$ cat src/rtl/rr_tenure_arbiter_pkg.sv
// rtl/rr_tenure_arbiter_pkg.sv - shared arbitration constants and FSM encoding
package rr_tenure_arbiter_pkg;

  localparam int DEFAULT_N        = 4;
  localparam int DEFAULT_MAX_HOLD = 8;

  typedef enum logic [1:0] {
    IDLE = 2'd0,
    BUSY = 2'd1,
    GAP  = 2'd2
  } arb_state_t;

endpackage

$ cat src/rtl/rr_tenure_arbiter_if.sv
// rtl/rr_tenure_arbiter_if.sv - request/grant bundle between clients and the arbiter
interface rr_tenure_arbiter_if #(
  parameter int N = 4
);
  logic [N-1:0]         req;
  logic [N-1:0]         ack;
  logic [$clog2(N)-1:0] owner;
  logic                 busy;
  logic [N-1:0]         revoke;

  modport master (output req, input ack, input owner, input busy, input revoke);
  modport slave  (input req, output ack, output owner, output busy, output revoke);
endinterface

$ cat src/rtl/rr_tenure_arbiter_rr_pick.sv
// rtl/rr_tenure_arbiter_rr_pick.sv - combinational round-robin selector starting at ptr
module rr_pick
  import rr_tenure_arbiter_pkg::*;
#(
  parameter int N = DEFAULT_N,
  localparam int PW = $clog2(N)
) (
  input  logic [N-1:0]  req,
  input  logic [PW-1:0] ptr,
  output logic          any,
  output logic [PW-1:0] idx
);

  localparam logic [PW:0] NVAL = (PW+1)'(N);

  logic [2*N-1:0] w_rot;
  logic [PW-1:0]  w_off;
  logic [PW:0]    w_sum;

  // Rotate so bit 0 is the requester at ptr; lowest set bit is the winner offset.
  always_comb begin
    w_rot = {req, req} >> ptr;
    any   = 1'b0;
    w_off = '0;
    for (int j = N - 1; j >= 0; j--) begin
      if (w_rot[j]) begin
        any   = 1'b1;
        w_off = PW'(j);
      end
    end
    w_sum = {1'b0, ptr} + {1'b0, w_off};
    if (w_sum >= NVAL) begin
      w_sum = w_sum - NVAL;
    end
    idx = w_sum[PW-1:0];
  end

endmodule

$ cat src/rtl/rr_tenure_arbiter.sv
// rtl/rr_tenure_arbiter.sv - round-robin arbiter with capped tenure and one-cycle handover gap
module rr_tenure_arbiter
  import rr_tenure_arbiter_pkg::*;
#(
  parameter int N        = DEFAULT_N,
  parameter int MAX_HOLD = DEFAULT_MAX_HOLD
) (
  input logic                clk,
  input logic                rst_n,
  rr_tenure_arbiter_if.slave bus
);

  localparam int PW = $clog2(N);
  localparam int HW = $clog2(MAX_HOLD + 1);

  arb_state_t    r_state, w_state_nxt;
  logic [N-1:0]  r_ack, w_ack_nxt;
  logic [N-1:0]  r_revoke, w_revoke_nxt;
  logic [PW-1:0] r_owner, w_owner_nxt;
  logic [PW-1:0] r_ptr, w_ptr_nxt;
  logic [HW-1:0] r_hold, w_hold_nxt;
  logic          r_busy, w_busy_nxt;

  logic          w_any;
  logic [PW-1:0] w_idx;
  logic [PW-1:0] w_owner_inc;

  rr_pick #(.N(N)) u_pick (
    .req (bus.req),
    .ptr (r_ptr),
    .any (w_any),
    .idx (w_idx)
  );

  assign w_owner_inc = (r_owner == PW'(N - 1)) ? '0 : r_owner + PW'(1);

  always_ff @(posedge clk) begin
    if (!rst_n) begin
      r_state  <= IDLE;
      r_ack    <= '0;
      r_revoke <= '0;
      r_owner  <= '0;
      r_ptr    <= '0;
      r_hold   <= '0;
      r_busy   <= 1'b0;
    end else begin
      r_state  <= w_state_nxt;
      r_ack    <= w_ack_nxt;
      r_revoke <= w_revoke_nxt;
      r_owner  <= w_owner_nxt;
      r_ptr    <= w_ptr_nxt;
      r_hold   <= w_hold_nxt;
      r_busy   <= w_busy_nxt;
    end
  end

  always_comb begin
    w_state_nxt  = r_state;
    w_ack_nxt    = r_ack;
    w_revoke_nxt = '0;
    w_owner_nxt  = r_owner;
    w_ptr_nxt    = r_ptr;
    w_hold_nxt   = r_hold;
    w_busy_nxt   = r_busy;
    case (r_state)
      IDLE: begin
        if (w_any) begin
          w_ack_nxt   = N'(1) << w_idx;
          w_owner_nxt = w_idx;
          w_busy_nxt  = 1'b1;
          w_hold_nxt  = HW'(1);
          w_state_nxt = BUSY;
        end
      end
      BUSY: begin
        // Voluntary release outranks the tenure cap, so no revoke on a self-release.
        if (!bus.req[r_owner]) begin
          w_ack_nxt   = '0;
          w_busy_nxt  = 1'b0;
          w_ptr_nxt   = w_owner_inc;
          w_state_nxt = GAP;
        end else if (r_hold == HW'(MAX_HOLD)) begin
          w_ack_nxt    = '0;
          w_busy_nxt   = 1'b0;
          w_revoke_nxt = r_ack;
          w_ptr_nxt    = w_owner_inc;
          w_state_nxt  = GAP;
        end else begin
          w_hold_nxt = r_hold + HW'(1);
        end
      end
      GAP: begin
        w_ack_nxt   = '0;
        w_busy_nxt  = 1'b0;
        w_state_nxt = IDLE;
      end
      default: begin
        w_ack_nxt   = '0;
        w_busy_nxt  = 1'b0;
        w_state_nxt = IDLE;
      end
    endcase
  end

  assign bus.ack    = r_ack;
  assign bus.revoke = r_revoke;
  assign bus.owner  = r_owner;
  assign bus.busy   = r_busy;

endmodule

$ cat src/flat_wrapper.sv
// flat-port wrapper written by rule: the top's interface ports become plain ports
module rr_tenure_arbiter_flat import rr_tenure_arbiter_pkg::*;
#(
  parameter int N        = DEFAULT_N,
  parameter int MAX_HOLD = DEFAULT_MAX_HOLD
)
  (clk, rst_n, bus_req, bus_ack, bus_owner, bus_busy, bus_revoke);
  rr_tenure_arbiter_if #(.N(N)) bus_i ();
  input logic clk;
  input logic rst_n;
  input wire logic [$bits(bus_i.req)-1:0] bus_req;
  output wire logic [$bits(bus_i.ack)-1:0] bus_ack;
  output wire logic [$bits(bus_i.owner)-1:0] bus_owner;
  output wire logic [$bits(bus_i.busy)-1:0] bus_busy;
  output wire logic [$bits(bus_i.revoke)-1:0] bus_revoke;
  assign bus_i.req = bus_req;
  assign bus_ack = bus_i.ack;
  assign bus_owner = bus_i.owner;
  assign bus_busy = bus_i.busy;
  assign bus_revoke = bus_i.revoke;
  rr_tenure_arbiter #(.N(N), .MAX_HOLD(MAX_HOLD)) u_core (.clk(clk), .rst_n(rst_n), .bus(bus_i));
endmodule
$ cat config.mk
export PLATFORM = sky130hd
export DESIGN_NAME = rr_tenure_arbiter_flat
export DESIGN_NICKNAME = d
export VERILOG_FILES = /design/src/rtl/rr_tenure_arbiter_pkg.sv /design/src/rtl/rr_tenure_arbiter_if.sv /design/src/rtl/rr_tenure_arbiter_rr_pick.sv /design/src/rtl/rr_tenure_arbiter.sv /design/src/flat_wrapper.sv
export SDC_FILE = /design/constraint.sdc
export NUM_CORES = 1
export LEC_CHECK = 0
export BUFFER_PORTS_ARGS = -buffer_cell sky130_fd_sc_hd__buf_4
export CELL_PAD_IN_SITES_DETAIL_PLACEMENT = 0
export CELL_PAD_IN_SITES_GLOBAL_PLACEMENT = 1
export CORE_UTILIZATION = 36
export CTS_CLUSTER_SIZE = 28
export DETAILED_ROUTE_END_ITERATION = 7
export PLACE_DENSITY = 0.82
export SLEW_MARGIN = 10
export SYNTH_ARGS = -nofsm -noshare
export SYNTH_HDL_FRONTEND = slang
export SYNTH_SLANG_ARGS = --single-unit
$ cat constraint.sdc
create_clock -name clk -period 2.1 [get_ports clk]
set_input_delay 0 -clock clk [delete_from_list [all_inputs] [get_ports clk]]
set_output_delay 0 -clock clk [all_outputs]
set_load 0.01 [all_outputs]
==> results of run 1 <==
per-stage QoR:
stage          util (%)  power (W)
6_report           45.0   0.000902
5_1_grt            45.0   0.000963
4_1_cts            43.9   0.000894
3_5_place_dp       42.6   0.000683
3_3_place_gp       42.6   0.000674
2_1_floorplan         -   0.000596
cells in the mapped netlist:
master and count:
a211oi_1 2, a32oi_1 1, o21ai_1 2, nor4_1 2
clkbuf_1 2, nand3_1 15, nand2b_1 1, dfxtp_1 18
a21o_1 1, a32o_1 1, xor2_1 3, or4_1 1
and3_1 2, and2_1 5, nor2_1 12, mux4_2 1
a31oi_1 1, inv_1 4, o211ai_1 1, o21ai_0 6
a22oi_1 1, buf_6 2, or2_2 1, buf_2 2
nand2_1 15, ha_1 4, or3_4 1, nor3_1 4
nor2b_1 5, o32ai_1 1, or3_1 1, o41ai_1 1
o2111ai_1 1, nand3b_1 1, o32a_4 1, nor4b_1 1
a21oi_1 1, nor2_2 1, nor3b_1 1, buf_4 1
metal layers:
metal  up-vias  track usage (%)
li1        479                -
met1       436             18.8
met2        18             24.3
met3         2             4.92
met4         0             2.50
met5         -                0
worst reg2reg max path, delay by kind of cell (launching register included):
family,cells,cell delay [ns]
adders and majority gates,1,0.32
DFF,1,0.37
AOI/OAI and AO/OA,1,0.12
and+or+nand+nor,4,1.10
area by class of cell:
class                           count  area, sq um
Inverter                            4         15.0
Multi-Input combinational cell     98          637
Fill cell                         272         1500
Clock buffer                        4         36.3
Sequential cell                    18          362
Tap cell                           31         38.8
Timing Repair Buffer               19          143
report_power, final:
| group | internal [W] | total (W) | switching [W] |
|---|---|---|---|
| logic | 0.000128 | 0.000274 | 0.000146 |
| clock network | 0.000106 | 0.000213 | 0.000107 |
| registers | 0.000376 | 0.000416 | 0.0000399 |
| total | 0.000609 | 0.000902 | 0.000293 |
logic make-up (layout without fill, tap and decap cells):
| logic type | count (synthesis) | in the layout | share of synthesized area, % |
|---|---|---|---|
| compound gates | 21 | 21 | 15.2 |
| xor+xnor | 3 | 3 | 2.55 |
| fa+ha+maj | 4 | 4 | 4.86 |
| buf+inv | 11 | 27 | 6.08 |
| flops | 18 | 18 | 35.0 |
| mux | 1 | 1 | 2.19 |
| simple gates | 69 | 69 | 34.1 |
timing repair:
| item | in CTS | in global routing |
|---|---|---|
| buffers inserted | 0 | 0 |
| setup endpoints to repair | 0 | 5 |
| gates resized for setup | 0 | 6 |
| hold buffers | 0 | 0 |
registers in the layout, summed over array words and instances (netlist names):
signal and flops:
u_core.r_ptr 2, u_core.bus.ack 4, u_core.bus.owner 2, u_core.bus.revoke 4, u_core.r_hold 4, u_core.r_state 2
path summary, 6_finish.rpt:
check                                  startpoint                    to  slack, ns  cells after the start
worst max-delay path              u_core.r_ptr[0]     u_core.bus.ack[0]       0.14                      6
worst min-delay path                        rst_n      u_core.r_hold[1]       0.01                      3
worst max register to register    u_core.r_ptr[0]     u_core.bus.ack[0]       0.14                      6
worst min register to register  u_core.bus.ack[2]  u_core.bus.revoke[2]       0.50                      1
==> parameters.txt, run 1 <==
Parameter                              Value

Cells and area
  Fraction of layout instances using a drive strength above 1    23.8%
  Count of antenna diodes in the layout    0
  Most frequent cells in the layout    buf_4, dfxtp_1, nand2_1, nand3_1, nor2_1
  Most common cell after layout, fill and taps aside    buf_4
  Final std cells w/o fill    174
  Net count, final    154
  Area of all placed cells without fillers    1230 sq um
  Area Overhead vs Synth    19.6%

STA
  Period utilization    93.2%
  Number of setup violations in the final report    0
  Total Negative Setup Slacks    0 ns
  Setup repair after global routing missed its margin    no
  Max Transition Viols Final    0
  Min setup slack post-route    0.142 ns
  Final Critical Period    1.96 ns
  Worst hold-check slack    0.0116 ns
  Maximum frequency from static timing analysis    511 MHz
  Clock Skew    0.00605 ns
  Slew at the pin with the worst max-slew slack    0.577 ns
  Hold Vio Cnt, Final    0
  Worst slew margin    61.2%

Route
  Met3 routed WL    89 microns
  Initial DRT Pass Iterations    4
  Number of vias after detailed routing    935
  Post-detailed-route DRC marker count    0
  Wire length on met2    989 microns
  Wire length on met1    996 microns
  Number of vias per cell after detailed routing    5.37
  Routed wire length    2.09 mm
  Uppermost metal layer occupied by signal nets    met4
  Routed wire length per instance    12.0 microns
  DRT iter0 DRCs    24
  Post-detailed-route count of antenna-violating nets    0

Logic synthesis
  Distinct cell type count of the synthesized netlist    40
  Summed instance area of the synthesized netlist    1030 sq um
  Flop and latch count out of synthesis    18
  Ranking of synthesized cells by area    dfxtp_1, nand3_1, nand2_1, ha_1, nor2_1
  Count of mapped cells out of synthesis    127
  Net Count, Synth    137
  Proportion of netlist area held by the largest area contributor    35.0%
  Top cell type by total area after synthesis    dfxtp_1
  Synth warnings    0
  Proportion of synthesized chip area in sequential cells    35.0%
  Post-synthesis area per instance    8.11 sq um

Floorplan
  Number of top-level pins    17
  Number of core rows    19
  Die area    3080 sq um
  Y dimension of the die    55.5 microns
  Effective utilization at floorplan    37.7%
  Die X    55.5 microns
  Area of the placeable core    2730 sq um

Global routing
  Pin count of the biggest net entering global routing    11
  Remaining Overflow, GRT    0
  First-pass GRT wire length    3.66 mm
  Number of global-route vias before repair    836
  Number of antenna violations at the first check in global routing    0
  Global-route usage over all layers    14.7%

Clock tree
  Number of buffers on the longest clock path    2
  Buffer cell driving the clock tree root    clkbuf_4
  Clock-pin transition on the worst setup and hold timing paths    0.10 ns
  Skew-Pair Late Insertion Delay    0.29 ns
  Sink count of the clock tree    18
  TritonCTS clock tree    built
  H-tree lvl count    1
  Number of CTS-inserted buffers    3

Critical path
  Crit Path Max Fanout    8
  Crit Path Class    reg -> reg
  Data arrival time at the worst-slack endpoint    2.20 ns
  Largest delay contributor family on the critical path    simple AND/OR/NAND/NOR gates
  Data required time at the worst endpoint    2.34 ns
  Biggest cell delay along the critical path    0.52 ns
  Kind of start point of the critical path    flip-flop
  Critical-path cell with the highest stage delay    or4_1
  Most common cell type on the critical path    nand3_1
  Critical path cell sequence    or4_1 > o2111ai_1 > ha_1 > nor4_2 > nand3_1 > nand3_1
  Crit end category    flip-flop
  Combined buffer and inverter count along the critical path    0

Placement
  Last weighted congestion value of the routability-driven placer    0.839
  Count of input and output buffers    16
  Post-place setup slack    0.0639 ns
  Instance count after placement with tap cells included    170
  Placed wire-length estimate    1.60 mm
  DP Area    1160 sq um

Power
  Peak supply drop    0.489 mV
  Total power per unit cell area    733 nW/um^2
  Reported leakage power    0.505 nW

Status
  Outcome    complete, no violations

Worst hold path
  Type of the worst min-delay path    in -> reg

Flow run
  Max-capacitance violation count    0
No activity file was read; power rests on OpenSTA's default activity.
==> run 2: changes to the inputs <==
--- a/config.mk
+++ b/config.mk
@@ -8,6 +8,7 @@
 export BUFFER_PORTS_ARGS = -buffer_cell sky130_fd_sc_hd__buf_4
 export CELL_PAD_IN_SITES_DETAIL_PLACEMENT = 0
 export CELL_PAD_IN_SITES_GLOBAL_PLACEMENT = 1
+export CORE_ASPECT_RATIO = 1.5
 export CORE_UTILIZATION = 36
 export CTS_CLUSTER_SIZE = 28
 export DETAILED_ROUTE_END_ITERATION = 7
==> run 2 against run 1 <==
Compared with the run above:
- clock power is 29% higher
- non-clock buffer count unchanged
- global-route usage grew 1.4 points
- power up 6.4%
- count of clock-buffer cells in the layout unchanged
- combinational power down 1%
- worst hold slack gained 0.058 ns
- utilization increased by 0.80 points
- critical path type unchanged
- largest power group unchanged
==> parameters.txt, run 2 (synthesis results as in run 1) <==
Parameter                              Value

Clock tree
  TritonCTS clock tree    built
  Number of CTS-inserted buffers    3
  Sink count of the clock tree    18
  Setup fix buffers added after clock tree synthesis    0
  Number of buffers on the longest clock path    2
  H-tree lvl count    1
  Buffer cell driving the clock tree root    clkbuf_8
  Skew-Pair Late Insertion Delay    0.25 ns
  Number of hold buffers added after cts    0
  Clock-pin transition on the worst setup and hold timing paths    0.07 ns

STA
  Worst hold-check slack    0.0700 ns
  Max Transition Viols Final    0
  Min setup slack post-route    0.141 ns
  Number of setup violations in the final report    0
  Maximum frequency from static timing analysis    511 MHz
  Final Critical Period    1.96 ns
  Worst slew margin    56.4%
  Period utilization    93.3%
  Clock Skew    0.000643 ns
  Setup repair after global routing missed its margin    no
  Total Negative Setup Slacks    0 ns
  Hold Vio Cnt, Final    0
  Slew at the pin with the worst max-slew slack    0.648 ns

Power
  Total power per unit cell area    774 nW/um^2
  Seq pwr share    43.2%
  Int Power    0.000668 W
  Reported leakage power    0.510 nW
  Psw    0.000291 W
  Share of total power in the clock network    28.6%
  Peak supply drop    0.408 mV
  Share of power burned in combinational logic    28.2%
  Switching part of the total    30.3%

Global routing
  Number of global-route vias before repair    895
  First-pass GRT wire length    3.62 mm
  Global-route usage over all layers    16.1%
  Pin count of the biggest net entering global routing    11
  Number of antenna violations at the first check in global routing    0
  Remaining Overflow, GRT    0

Critical path
  End of the worst register-to-register path    u_core.bus.ack[1]
  Data arrival time at the worst-slack endpoint    2.15 ns
  Crit end category    flip-flop
  Crit Path Max Fanout    7
  Reg2reg start    u_core.r_ptr[0]
  Number of cells on the worst reg-to-reg path    7
  Critical path cell sequence    or4_1 > o2111ai_1 > ha_1 > xor2_1 > nor3b_1 > o21ai_0 > nand3_1
  Slack of the worst reg-to-reg path    0.14 ns
  Critical-path cell with the highest stage delay    or4_1
  Data required time at the worst endpoint    2.29 ns
  Biggest cell delay along the critical path    0.51 ns
  Crit Path Class    reg -> reg
  Kind of start point of the critical path    flip-flop

Route
  Initial DRT Pass Iterations    4
  Post-detailed-route count of antenna-violating nets    0
  Number of vias per cell after detailed routing    5.22
  Number of vias after detailed routing    939
  Post-detailed-route DRC marker count    0
  Routed wire length    2.20 mm
  Routed wire length per instance    12.2 microns
  DRT iter0 DRCs    24

Worst hold path
  Hold path endpoint    u_core.bus.owner[1]
  Critical hold path startpoint    rst_n
  Type of the worst min-delay path    in -> reg
  Worst Hold Path Cells    3

Cells and area
  Net count, final    154
  Final std cells w/o fill    180
  Most common cell after layout, fill and taps aside    buf_4
  Area Overhead vs Synth    20.4%
  Filler cell count in the final layout    299
  Most frequent cells in the layout    buf_4, dfxtp_1, nand2_1, nand3_1, nor2_1
  Fraction of layout instances using a drive strength above 1    21.7%
  Area of the multi-input gates    619 sq um
  Count of antenna diodes in the layout    0
  Sequential cell area    362 sq um
  Area of all placed cells without fillers    1240 sq um

Floorplan
  Effective utilization at floorplan    38.1%
  Number of top-level pins    17
  Number of core rows    23
  Die X    45.7 microns
  Die area    3080 sq um
  Y dimension of the die    67.5 microns
  Area of the placeable core    2710 sq um

Placement
  DP Area    1170 sq um
  Last weighted congestion value of the routability-driven placer    0.742
  Instance count after placement with tap cells included    176
  Post-place setup slack    0.103 ns
  Count of input and output buffers    16
  Placed wire-length estimate    1.71 mm

Flow run
  Max-capacitance violation count    0

Status
  Outcome    complete, no violations
[run 2: cell counts in the layout (fill, tap and decap cells not counted)]
Identical to the previous run, type by type.
[run 2: worst max path at each step]
stage | from | endpoint | slack [ns] | depth (start not counted)
2_1_floorplan | u_core.r_ptr[0] | u_core.bus.ack[2] | 0.03 | 8
3_3_place_gp | u_core.r_ptr[0] | u_core.bus.ack[0] | 0.12 | 12
3_5_place_dp | u_core.r_ptr[0] | u_core.bus.ack[0] | 0.10 | 12
4_1_cts | u_core.r_ptr[0] | u_core.bus.ack[0] | 0.06 | 12
5_1_grt | u_core.r_ptr[0] | u_core.bus.ack[1] | 0.03 | 7
6_report | u_core.r_ptr[0] | u_core.bus.ack[1] | 0.14 | 7
[run 2: final cells by class]
class / instances / area share (%)
inverter: 4 / 1.21
timing repair buffer: 19 / 11.5
multi-input combinational: 98 / 49.9
clock buffer: 4 / 4.44
tap: 37 / 3.73
sequential: 18 / 29.2
[run 2: worst max-delay path: cells and delay by family (launching register included)]
family | cells | cell delay (ns)
XOR/XNOR | 1 | 0.20
adder cells (fa/ha/maj) | 1 | 0.19
AO/OA/AOI/OAI | 2 | 0.25
flip-flops | 1 | 0.35
AND/OR/NAND/NOR | 3 | 0.91
[run 2: layer usage]
metal  vias up  GRT usage, %  part of all wire (%)
met3         2          1.60                   1.7
li1        480             -                     -
met5         -             0                     0
met2         8          29.3                    54
met1       449          18.2                    44
met4         0          6.82                  0.91
[run 2: repair_timing]
item	CTS	global route
endpoints found under the setup margin	0	4
endpoints found under the hold margin	0	0
resized for setup	0	3
[run 2: power groups by stage]
stage | logic, W | clock network [W] | registers, W
final | 0.000270 | 0.000275 | 0.000414
after global routing | 0.000305 | 0.000298 | 0.000420
after CTS | 0.000263 | 0.000284 | 0.000414
after detailed placement | 0.000261 | 0 | 0.000422
after global placement | 0.000256 | 0 | 0.000419
after floorplan | 0.000179 | 0 | 0.000417
[run 2: per-stage QoR]
stage | power (W) | utilization, %
floorplan | 0.000596 | -
global placement | 0.000676 | 43.3
detailed placement | 0.000684 | 43.3
CTS | 0.000961 | 45.3
global route | 0.00102 | 45.8
finish | 0.000959 | 45.8
==> run 3: changes to the inputs <==
--- a/config.mk
+++ b/config.mk
@@ -9,11 +9,12 @@
 export CELL_PAD_IN_SITES_DETAIL_PLACEMENT = 0
 export CELL_PAD_IN_SITES_GLOBAL_PLACEMENT = 1
 export CORE_ASPECT_RATIO = 1.5
-export CORE_UTILIZATION = 36
+export CORE_UTILIZATION = 41
 export CTS_CLUSTER_SIZE = 28
 export DETAILED_ROUTE_END_ITERATION = 7
-export PLACE_DENSITY = 0.82
+export PLACE_DENSITY = 0.86
 export SLEW_MARGIN = 10
 export SYNTH_ARGS = -nofsm -noshare
 export SYNTH_HDL_FRONTEND = slang
+export SYNTH_HIERARCHICAL = 1
 export SYNTH_SLANG_ARGS = --single-unit
==> constraint.sdc (replaced) <==
create_clock -name clk -period 1.9 [get_ports clk]
set_input_delay 0 -clock clk [delete_from_list [all_inputs] [get_ports clk]]
set_output_delay 0 -clock clk [all_outputs]
set_load 0.01 [all_outputs]
==> run 3 against run 2 <==
Compared with the run above:
- synthesized cell count decreased by 18%
- power increased by 4.9%
- clock power is 16% lower
- final area decreased by 1.7%
- sequential share of layout area rose by 0.71 points
- wire length down 4.0%
- largest power group unchanged
- flip-flop and latch count is the same
- via count down 12%
- fmax increased by 6.9%
==> parameters.txt, run 3 <==
Parameter                              Value

Logic synthesis
  Ranking of synthesized cells by area    dfxtp_1, mux2i_1, ha_1, nand2_1, and2_1
  Dominant cell by count in the synthesized netlist    dfxtp_1
  Post-synth EDFFs    0
  Distinct cell type count of the synthesized netlist    41
  Synth Flop Type    dfxtp_1
  Proportion of synthesized chip area in sequential cells    36.4%
  Post-synth ARST share    0%
  Proportion of netlist area held by the largest area contributor    36.4%
  Net Count, Synth    114
  Flop and latch count out of synthesis    18
  Synth warnings    6
  Count of mapped cells out of synthesis    104
  Post-synthesis area per instance    9.53 sq um
  Summed instance area of the synthesized netlist    991 sq um
  Top cell type by total area after synthesis    dfxtp_1
  Commonest cells in the synthesized netlist    dfxtp_1, nand2_1, mux2i_1, nor2_1, inv_1

Global routing
  Remaining Overflow, GRT    0
  Pin count of the biggest net entering global routing    15
  Global-route usage over all layers    17.9%
  Number of antenna violations at the first check in global routing    0
  First-pass GRT wire length    3.75 mm
  Number of global-route vias before repair    818

Power
  Reported leakage power    0.502 nW
  Tot Pwr    0.00101 W
  Peak supply drop    0.344 mV
  Total power per unit cell area    826 nW/um^2

Critical path
  Data arrival time at the worst-slack endpoint    2.05 ns
  Worst setup path start    u_core/r_ptr[1]
  Crit end category    flip-flop
  Data required time at the worst endpoint    2.12 ns
  Kind of start point of the critical path    flip-flop
  Crit Path Max Fanout    4
  Reg2reg start    u_core/r_ptr[1]
  Crit Path Class    reg -> reg

Route
  Routed wire length    2.11 mm
  Initial DRT Pass Iterations    4
  Number of vias after detailed routing    824
  Post-detailed-route DRC marker count    0
  Post-detailed-route count of antenna-violating nets    0
  DRT iter0 DRCs    13
  Number of vias per cell after detailed routing    5.61
  Routed wire length per instance    14.3 microns

Floorplan
  Number of core rows    21
  Die area    2620 sq um
  Effective utilization at floorplan    43.9%
  Area of the placeable core    2260 sq um
  Die X    42.1 microns
  Number of top-level pins    17
  Y dimension of the die    62.2 microns

Worst hold path
  Type of the worst min-delay path    in -> reg
  Critical hold path startpoint    rst_n

STA
  Setup repair after global routing missed its margin    yes
  Clock Skew    0.00491 ns
  Final Critical Period    1.83 ns
  Max Transition Viols Final    0
  Number of setup violations in the final report    0
  Worst slew margin    66.9%
  Min setup slack post-route    0.0672 ns
  Period utilization    96.5%
  Hold Vio Cnt, Final    0
  Slew at the pin with the worst max-slew slack    0.494 ns
  Maximum frequency from static timing analysis    546 MHz

Clock tree
  TritonCTS clock tree    built
  Sink count of the clock tree    18
  H-tree lvl count    1
  Clock-pin transition on the worst setup and hold timing paths    0.10 ns
  Skew-Pair Late Insertion Delay    0.29 ns
  Number of buffers on the longest clock path    2
  Buffer cell driving the clock tree root    clkbuf_4
  Number of CTS-inserted buffers    3
  Number of hold buffers added after cts    0

Status
  Outcome    complete, no violations

Placement
  Count of input and output buffers    16
  Post-place setup slack    -0.0546 ns
  Placed wire-length estimate    1.52 mm
  Last weighted congestion value of the routability-driven placer    0.832

Cells and area
  Fraction of layout instances using a drive strength above 1    32.3%
  Net count, final    135
  Count of antenna diodes in the layout    0
  Layout Utilization    53.9%
  Most common cell after layout, fill and taps aside    buf_4
  Area Overhead vs Synth    23.0%
  Most frequent cells in the layout    buf_4, dfxtp_1, nand2_1

Flow run
  Max-capacitance violation count    0
==> run 3: kinds of logic after synthesis <==
family | count (synthesis) | synth area share, %
XOR/XNOR | 2 | 1.77
adder cells (fa/ha/maj) | 4 | 5.05
AO/OA/AOI/OAI | 21 | 17.3
flip-flops | 18 | 36.4
multiplexers | 8 | 9.85
AND/OR/NAND/NOR | 44 | 26.3
buffers and inverters | 7 | 3.41
==> run 3: routing by layer <==
layer	global-route usage (%)	vias to the layer above	share of wire, %
met4	5.86	0	1.1
met1	22.6	395	41
li1	-	419	-
met5	0	-	0
met2	31.1	8	55
met3	2.03	2	2.0
==> run 3: what timing repair did <==
item	4_1_cts	5_1_grt
endpoints found under the setup margin	2	2
pin swaps	3	7
gates resized for setup	6	2
buffers inserted	1	1
==> run 3: where the power goes <==
part,internal [W],switching [W]
sequential,0.000414,0.0000495
clock,0.000117,0.000114
combinational,0.000157,0.000155
total,0.000688,0.000318
==> run 3: stage by stage <==
step / std cells / area (sq um) / TNS (ns) / hold slack, ns
2_1_floorplan: 104 / 991 / 0 / 0.149
3_3_place_gp: 141 / 1120 / 0 / 0.331
3_5_place_dp: 141 / 1120 / -0.0927 / 0.332
4_1_cts: 146 / 1200 / 0 / 0.0161
5_1_grt: 147 / 1220 / -0.0916 / 0.0208
6_report: 147 / 1220 / 0 / 0.0253
==> run 3: worst max-delay path, cell delays in order, from the launching register on <==
cell and delay [ns]:
dfxtp_4 0.36, nand2b_4 0.13, a21oi_1 0.14, o22ai_1 0.10
o21a_1 0.17, ha_2 0.18, xnor2_2 0.14, xnor2_2 0.22
nand3_1 0.13, o22ai_1 0.19
==> run 3: worst paths after layout <==
path	end	slack (ns)	depth (start not counted)
worst max-delay path	u_core/bus.ack[2]	0.07	9
worst min register to register	u_core/bus.ack[0]	0.49	2
worst min-delay path	u_core/r_hold[2]	0.03	2
worst max register to register	u_core/bus.ack[2]	0.07	9
==> run 3: cell type report <==
cell class                 instances  area, sq um
fill                             212         1040
multi-input combinational         79          636
sequential                        18          364
timing repair buffer              18          135
clock buffer                       4         36.3
tap                               23         28.8
inverter                           5         18.8
